## src/rtl/serial_sub_ctrl.sv

```systemverilog
// rtl/serial_sub_ctrl.sv - bit-serial LSB-first subtractor with IDLE/RUN/DONE control
module serial_sub_ctrl #(
    parameter int WIDTH = 8
) (
    input  logic             clk,
    input  logic             rst_n,
    input  logic             start,
    input  logic [WIDTH-1:0] a,
    input  logic [WIDTH-1:0] b,
    output logic             busy,
    output logic             done,
    output logic [WIDTH-1:0] diff,
    output logic             borrow_out
);

    localparam int CW = $clog2(WIDTH);
    localparam logic [CW-1:0] CNT_LAST = CW'(WIDTH - 1);

    typedef enum logic [1:0] {
        IDLE = 2'd0,
        RUN  = 2'd1,
        DONE = 2'd2
    } state_t;

    state_t           state_q, state_d;
    logic [WIDTH-1:0] a_sr_q, a_sr_d;
    logic [WIDTH-1:0] b_sr_q, b_sr_d;
    logic             bin_q, bin_d;
    logic [CW-1:0]    cnt_q, cnt_d;
    logic [WIDTH-1:0] diff_q, diff_d;
    logic             borrow_q, borrow_d;

    // one-bit subtract cell as two cascaded half subtractors
    logic ai, bi, hs1_d, hs1_b, hs2_b, cell_d, cell_bout;

    always_comb begin
        ai        = a_sr_q[0];
        bi        = b_sr_q[0];
        hs1_d     = ai ^ bi;
        hs1_b     = ~ai & bi;
        cell_d    = hs1_d ^ bin_q;
        hs2_b     = ~hs1_d & bin_q;
        cell_bout = hs1_b | hs2_b;
    end

    always_comb begin
        state_d  = state_q;
        a_sr_d   = a_sr_q;
        b_sr_d   = b_sr_q;
        bin_d    = bin_q;
        cnt_d    = cnt_q;
        diff_d   = diff_q;
        borrow_d = borrow_q;
        case (state_q)
            IDLE: begin
                if (start) begin
                    a_sr_d  = a;
                    b_sr_d  = b;
                    bin_d   = 1'b0;
                    cnt_d   = '0;
                    state_d = RUN;
                end
            end
            RUN: begin
                // result bits fill the minuend register from the top as its bits drain out the bottom
                a_sr_d = {cell_d, a_sr_q[WIDTH-1:1]};
                b_sr_d = {1'b0, b_sr_q[WIDTH-1:1]};
                bin_d  = cell_bout;
                if (cnt_q == CNT_LAST) begin
                    diff_d   = {cell_d, a_sr_q[WIDTH-1:1]};
                    borrow_d = cell_bout;
                    state_d  = DONE;
                end else begin
                    cnt_d = cnt_q + CW'(1);
                end
            end
            DONE: begin
                state_d = IDLE;
            end
            default: begin
                state_d = IDLE;
            end
        endcase
    end

    always_ff @(posedge clk or negedge rst_n) begin
        if (!rst_n) begin
            state_q  <= IDLE;
            a_sr_q   <= '0;
            b_sr_q   <= '0;
            bin_q    <= 1'b0;
            cnt_q    <= '0;
            diff_q   <= '0;
            borrow_q <= 1'b0;
        end else begin
            state_q  <= state_d;
            a_sr_q   <= a_sr_d;
            b_sr_q   <= b_sr_d;
            bin_q    <= bin_d;
            cnt_q    <= cnt_d;
            diff_q   <= diff_d;
            borrow_q <= borrow_d;
        end
    end

    assign busy       = (state_q == RUN);
    assign done       = (state_q == DONE);
    assign diff       = diff_q;
    assign borrow_out = borrow_q;

endmodule

```

## config.mk

```make
export PLATFORM = sky130hd
export DESIGN_NAME = serial_sub_ctrl
export DESIGN_NICKNAME = d
export VERILOG_FILES = /design/src/rtl/serial_sub_ctrl.sv
export SDC_FILE = /design/constraint.sdc
export NUM_CORES = 1
export LEC_CHECK = 0
export CAP_MARGIN = 20
export CORE_MARGIN = 2
export CORE_UTILIZATION = 50
export CTS_CLUSTER_DIAMETER = 100
export DETAILED_ROUTE_END_ITERATION = 12
export PLACE_DENSITY = 0.79
export SLEW_MARGIN = 20
export SYNTH_ARGS = -nofsm -noshare
export SYNTH_HDL_FRONTEND = slang
export SYNTH_SLANG_ARGS = --single-unit
```

## constraint.sdc

```tcl
create_clock -name clk -period 1.71 [get_ports clk]
set_clock_uncertainty 0.1 [all_clocks]
set_input_delay 0.342 -clock clk [delete_from_list [all_inputs] [get_ports clk]]
set_output_delay 0.342 -clock clk [all_outputs]
set_load 0.005 [all_outputs]
```

**After elaboration in Yosys (flattened, before gate mapping)**

Index checks and enable logic that the tools add are counted.

- Register bits after elaboration: 31
- Input port bits: 19
- Word-level logic and storage cells: 39

- Equal/unequal tests: 6
- Bitwise logic cells: 7
- Add/sub/neg operators: 1
- Reduce and logical (&&, ||, !) cells: 6
- Multiplexer cells: 12

Operators by type and width:

| cell | number |
|---|---|
| case mux 8 bit (2 select lines) | 2 |
| two-way mux 8 bit | 2 |
| two-way mux 3 bit | 2 |
| case mux 3 bit (2 select lines) | 1 |
| AND reduction 2 bit | 3 |
| two-way mux 2 bit | 2 |
| != test 2 bit (second input constant) | 2 |
| case mux 2 bit (2 select lines) | 1 |
| adder 3 x 1 -> 3 bit (second input constant) | 1 |
| equality test 3 bit (second input constant) | 1 |
| AND reduction 3 bit | 1 |
| bitwise AND 1 bit | 2 |
| equality test 2 x 1 -> 1 bit (second input constant) | 1 |
| equality test 2 bit (second input constant) | 1 |
| zero test 2 bit | 1 |
| != test 2 x 1 -> 1 bit (second input constant) | 1 |
| inverter 1 bit | 2 |
| case mux 1 bit (2 select lines) | 1 |
| nonzero test 2 bit | 1 |
| XOR 1 bit | 2 |
| two-way mux 1 bit | 1 |
| OR 1 bit | 1 |

**Depth between registers and ports, before layout**

Gate-level depths: netlist of run 1.

- Depth after elaboration: 5
- Depth in mapped cells: 5
- Depth with buffers taken out: 4

**Worst setup path before layout of run 1**

Ideal clock, no wire load.

- Kind: register to register
- Start point: reg cnt_q[0]
- End point: reg diff_q[0] (netlist: diff[0])
- Period minus slack after synthesis: 1.583 ns
- Path slack: 0.127 ns
- Data arrival time: 1.359 ns
- Setup time: 0.125 ns
- Stages on the path, launching flop included: 6
- Data required time: 1.485 ns
- Path buffers: 1
- Cells stage by stage: dfrtp_1 -> ha_1 -> ha_1 -> nand3b_1 -> buf_6 -> mux2_2

- Word-level cells in the longest chain between the ends: 2

Ends and longest elaborated chain:

| what | line | source |
|---|---|---|
| start, declared | 29 | `logic [CW-1:0] cnt_q, cnt_d;` |
| start signal, assigned | 100 | `cnt_q <= cnt_d;` |
| equality test 3 bit | 69 | `if (cnt_q == CNT_LAST) begin` |
| AND reduction 2 bit (no line) | - |  |
| end signal, assigned | 101 | `diff_q <= diff_d;` |
| end, declared | 30 | `logic [WIDTH-1:0] diff_q, diff_d;` |

No other way between the ends.
A chain may end at the register's enable or synchronous reset.

**Worst setup path in the final report of run 1**

- Start point: reg state_q[0]
- End point: out busy

- Word-level cells in the longest chain between the ends: 1

Ends and longest elaborated chain:

| what | line | source |
|---|---|---|
| start, declared | 25 | `state_t state_q, state_d;` |
| start signal, assigned | 96 | `state_q <= state_d;` |
| equality test 2 x 1 -> 1 bit | 106 | `assign busy = (state_q == RUN);` |
| end, declared | 10 | `output logic busy,` |

No other way between the ends.

==> results_dict.tcl, run 1 <==
set metrics [dict create \
    peakVddDrop_uv 745 \
    port_buffers 29 \
    tns_ps 0 \
    path_class "flip-flop to output pin" \
    multi_input_area_um2 639 \
    crit_fanout 3 \
    max_cap_viol_count 0 \
    synth.avg_cell_area_um2 11.8 \
    max_freq_ghz 0.597 \
    syn-num-nets 154 \
    antenna_found_initial 0 \
    numCtsBuffers 5 \
    rsz0062_at_grt "true" \
    die_area_mm2 0.00356 \
    die_w_um 59.7 \
    report.final.slew_viol_count 0 \
    p_sw_frac 0.329 \
    fin_util 0.666 \
    critPathSlowestCell "dfrtp_1" \
    grt_usage 0.201 \
    finalNonFillerCells 207 \
    pwr-share-comb 0.451 \
    p_int_uw 2170 \
    p_per_area_mw_per_mm2 1620 \
    finalCritPeriodShare 0.979 \
    synth_compound_area_frac 0.123 \
    gp_congestion 0.772 \
    die_y_um 59.7 \
    startpoint "state_q[0]" \
    synthArstFlopShare 1.00 \
    initial_core_util 0.517 \
    yosysSeqAreaShare 0.500 \
    p_seq_frac 0.398 \
    route.final.wire_length_um 3180 \
    row_count 20 \
    hold_viol_final 0 \
    worstMarginPinSlew_ps 385 \
    grt_max_degree 32 \
    worstPathCellList "buf_4, nand2b_4, inv_1, dlygate4sd2_1" \
    crit_family "buffers and inverters" \
    wl_per_cell_um 15.3 \
    synth.ff_latch_count 31 \
    hold_path.class "input port to async pin" \
    crit_buf_inv 3 \
    final_layout_size_suffix_gt1_frac 0.213 \
    hold-worst-slack_ps 286 \
    synth_top_family_by_area "simple AND/OR/NAND/NOR gates" \
    layout_min_cycle_time_ps 1670 \
    post_synth_num_cell_types 28 \
    syn_inst 132 \
    endpoint_kind "output pin" \
    required_ps 1270 \
    synth-simple-area-share 0.192 \
    slowest_delay_ps 400 \
    clockPowerShare 0.151 \
    drtPass1Iterations 4 \
    viasPerCell 5.68 \
    muxShareOfSynthArea 0.0645 \
    ys.flop_type "dfrtp_1" \
    pin_count 30 \
    drtIter0Drc 33 \
    placed_area_mm2 0.00190 \
    synthAdderAreaFrac 0.0290 \
    fillers 253 \
    area_growth_pct 29.0 \
    clk_pin_slew_ps 100 \
    root_buffer "clkbuf_4" \
    setup_viol 0 \
    grt_pass1_wl_um 5240 \
    cts_tree "yes" \
    switchingPower_uw 1070 \
    antenna_cells 0 \
    syn_area_mm2 0.00155 \
    nets 195 \
    final_area_mm2 0.00200 \
    dp_cells 195 \
    arrival_ps 1230 \
    startpoint_type "flip-flop" \
    relSlewSlack 0.743 \
    overflow 0 \
    hold_buffers 0 \
    grt_pass1_vias 1156 \
    power_leakage_uw 0.000880 \
    remaining_drc_errors 0 \
    rr_startpoint "cnt_q[1]" \
    htree_num_levels 2 \
    synth_warnings 0 \
    status "completed" \
    place_hpwl_um 2260 \
    synth_edf_count 0 \
    clockBufferDepth 2 \
    core_area_mm2 0.00300 \
    clkLatencyLatePin_ps 330 \
    vias 1175 \
    ant_nets 0 \
    cts.sinks 31 \
    regArea_um2 776 \
    synthXorXnorAreaFrac 0 \
]
[repair_timing]
item	CTS	global route
setup buffers	2	2
setup endpoints to repair	2	6
cloned	0	0
resized for setup	2	2
endpoints found under the hold margin	0	0
pin swaps	0	0
[cells in the mapped netlist, types with 2 or more instances]
cell      number  share of area
nand3_1        2         0.0065
a211oi_1      11          0.053
nor3b_1       11          0.053
nor4b_1       12          0.068
o221a_2        4          0.029
inv_1         17          0.041
or4b_1         4          0.026
mux2_2         8          0.058
buf_6          4          0.029
nand2b_1       5          0.020
buf_2          2         0.0065
clkbuf_1       4         0.0097
dfrtp_1       31           0.50
o221ai_1       2          0.011
ha_1           2          0.016
[power groups by stage]
stage | clock [µW] | combinational (µW) | sequential, µW
after CTS | 503 | 1430 | 1300
after floorplan | 0 | 905 | 1260
after detailed placement | 0 | 1400 | 1320
after global placement | 0 | 1340 | 1290
after global routing | 526 | 1620 | 1330
final | 490 | 1460 | 1290
[cell families (layout without fill, tap and decap cells)]
logic type / count (synthesis) / after routing
AO/OA/AOI/OAI: 23 / 23
adder cells (fa/ha/maj): 3 / 3
buffers and inverters: 28 / 70
flip-flops: 31 / 31
multiplexers: 9 / 9
AND/OR/NAND/NOR: 38 / 38
[registers in the layout (all words and copies together) (netlist names)]
name / cells
diff: 8
borrow_out: 1
state_q: 2
a_sr_q: 8
bin_q: 1
cnt_q: 3
b_sr_q: 8
[worst register-to-register path, stage by stage (launching register included)]
cell and delay [ps]:
dfrtp_1 410, ha_1 190, ha_1 200, nand3b_1 140
buf_4 160, mux2_2 340
[cell type report]
| class | count | share of cell area |
|---|---|---|
| Clock buffer | 8 | 0.0344 |
| Inverter | 17 | 0.0319 |
| Multi-Input combinational cell | 73 | 0.320 |
| Sequential cell | 31 | 0.388 |
| Tap cell | 33 | 0.0206 |
| Timing Repair Buffer | 45 | 0.206 |
[routing by layer]
metal  global-route usage  share of wire  vias to the layer above
li1                     -              -                      568
met1                0.244           0.44                      573
met2                0.332           0.50                       32
met3               0.0671          0.053                        2
met4               0.0698         0.0079                        0
met5                    0              0                        -
[cell usage in the layout (no fill, tap or decap), drive strengths merged, types with 6 or more instances in the layout]
cell type      synthesis  layout
a211oi                11      11
mux2                   8       8
dfrtp                 31      31
buf                    7      16
clkbuf                 4       8
nand2b                 6       6
inv                   17      17
clkdlybuf4s50          0      27
nor3b                 11      11
nor4b                 12      12
[worst paths after layout]
check / to / slack [ps] / cells after the start
max reg2reg: diff[2] / 70 / 5
min: a_sr_q[3] / 290 / 2
max: busy / 40 / 4
max in group asynchronous: cnt_q[2] / 940 / 2
min in group clk: b_sr_q[7] / 400 / 1
min reg2reg: b_sr_q[7] / 400 / 1
[metrics by stage]
step / total power, µW / setup slack [ps]
final: 3240 / 35.4
after global routing: 3480 / -29.0
after CTS: 3230 / 14.7
after detailed placement: 2720 / -48.6
after global placement: 2630 / 24.0
after floorplan: 2170 / 127
No activity file was read; power rests on OpenSTA's default activity.
==> inputs of run 2 (changes only) <==
- CORE_UTILIZATION: 50 -> 46
- PLACE_DENSITY: 0.79 -> 0.77
- RECOVER_POWER: unset -> 50
- clock period: 1.71 -> 1.4 ns (I/O delays scaled with it)
==> run 2 against run 1 <==
The flow now finishes with violations (negative setup slack). Clock-buffer cell count shrank 1. Combinational power grew 120%. Power grew 64%. Routed wire length grew 48%. Sequential power grew 26%. Non-clock buffer count grew 26. Via count grew 13%. Sequential share of layout area shrank 9.7 points. Cell count grew 19%. Flip-flop and latch count is the same. Final area grew 33%. Critical path type is now flip-flop to flip-flop. Largest cell class is now multi-input gates. Highest routed layer unchanged.
==> results_dict.tcl, run 2 (synthesized netlist as in run 1, its figures left out) <==
set metrics [dict create \
    ant_nets 0 \
    drtIter0Drc 37 \
    overflow 0 \
    power_leakage_uw 0.00120 \
    clk_pin_slew_ps 110 \
    path_class "flip-flop to flip-flop" \
    area_growth_pct 71.7 \
    die_area_mm2 0.00385 \
    initial_core_util 0.472 \
    viasPerCell 5.37 \
    drtPass1Iterations 4 \
    worstMarginPinSlew_ps 777 \
    status "finished with violations" \
    violations "negative setup slack" \
    cts_tree "yes" \
    root_buffer "clkbuf_4" \
    gp_congestion 0.777 \
    clkLatencyLatePin_ps 350 \
    hold-worst-slack_ps 401 \
    layout_commonest_cell "dfrtp_1" \
    grt_usage 0.230 \
    htree_num_levels 2 \
    grt_pass1_vias 1290 \
    antenna_found_initial 0 \
    numCtsBuffers 5 \
    cts.sinks 31 \
    p_total_uw 5310 \
    finalCritPeriodShare 1.18 \
    vias 1322 \
    required_ps 1530 \
    hold_viol_final 0 \
    p_per_area_mw_per_mm2 1990 \
    port_buffers 29 \
    setup_viol 32 \
    timing.final.ws_setup_ps -254 \
    grt_max_degree 32 \
    grt_pass1_wl_um 6200 \
    pin_count 30 \
    nets 221 \
    r2r_cells 6 \
    placed_area_mm2 0.00200 \
    hold_buffers 0 \
    row_count 21 \
    core_area_mm2 0.00328 \
    layout_min_cycle_time_ps 1650 \
    final_layout_size_suffix_gt1_frac 0.500 \
    startpoint_type "flip-flop" \
    layout_common_cells "31 x dfrtp_1, 23 x buf_4, 16 x inv_1, 16 x clkdlybuf4s50_1" \
    route.final.wire_length_um 4700 \
    remaining_drc_errors 0 \
    antenna_cells 0 \
    crit_fanout 5 \
    max_cap_viol_count 0 \
    wl_per_cell_um 19.1 \
    peakVddDrop_uv 917 \
    relSlewSlack 0.482 \
    rsz0062_at_grt "true" \
    arrival_ps 1780 \
    die_y_um 62.1 \
    clockBufferDepth 2 \
    report.final.slew_viol_count 0 \
    max_freq_ghz 0.605 \
    final_area_mm2 0.00266 \
    place_hpwl_um 2260 \
    fin_util 0.811 \
    min_delay_path_depth 3 \
    endpoint_kind "flip-flop" \
    hold_path.class "input port to flip-flop" \
    die_w_um 62.1 \
]
-- run 2: cell count changes in the layout (fill, tap and decap cells not counted), moves of 3 or more --
cell and change:
a211oi_1 -11, a211oi_2 +10, buf_12 +4, buf_4 +8, buf_6 +9, clkdlybuf4s15_1 +4
clkdlybuf4s50_1 -11, dlygate4sd2_1 +3, mux2_2 -8, mux2_4 +8, nor4b_1 -10, nor4b_2 +3
nor4b_4 +7
-- run 2: final timing paths --
check,startpoint,endpoint,slack (ps)
worst max-delay path,state_q[1],diff[5],-250
worst min-delay path,b[7],b_sr_q[7],400
worst max register to register,state_q[1],diff[5],-250
worst min register to register,diff[5],diff[5],420
max in group asynchronous,rst_n,diff[5],260
min in group asynchronous,rst_n,state_q[1],440
-- run 2: what timing repair did --
| item | CTS | global route |
|---|---|---|
| endpoints found under the setup margin | 40 | 39 |
| pin swaps | 8 | 11 |
| cloned | 2 | 1 |
| setup buffers | 18 | 7 |
| hold endpoints to repair | 0 | 0 |
| resized for setup | 51 | 43 |
-- run 2: where the power goes --
part	switching, µW	total, µW	leakage, µW	internal (µW)
Clock	318	514	0.0000293	195
Combinational	1280	3170	0.000812	1890
Sequential	303	1620	0.000357	1320
-- run 2: worst max-delay path: stages (launching register included) --
cell	delay [ps]
dfrtp_1	430
buf_6	150
buf_8	120
nand3b_1	160
buf_6	150
buf_12	130
mux2_4	290
-- run 2: layout make-up --
class	instances	area (µm²)
Multi-Input combinational cell	73	965
Fill cell	184	621
Clock buffer	7	45.0
Sequential cell	31	776
Tap cell	46	57.6
Inverter	17	63.8
Clock inverter	1	5.00
Timing Repair Buffer	71	752
-- run 2: metal layers --
layer	track usage	share of wire
met5	0	0
met2	0.376	0.51
met3	0.0621	0.041
met1	0.290	0.43
met4	0.0881	0.016
-- run 2: stage by stage --
step                      std cells  TNS (ps)  setup WS (ps)
final                           246     -4480           -254
after global routing            246     -5850           -284
after CTS                       238     -2640           -195
after detailed placement        211     -5760           -294
after global placement          211     -4800           -251
after floorplan                 132      -772          -96.5
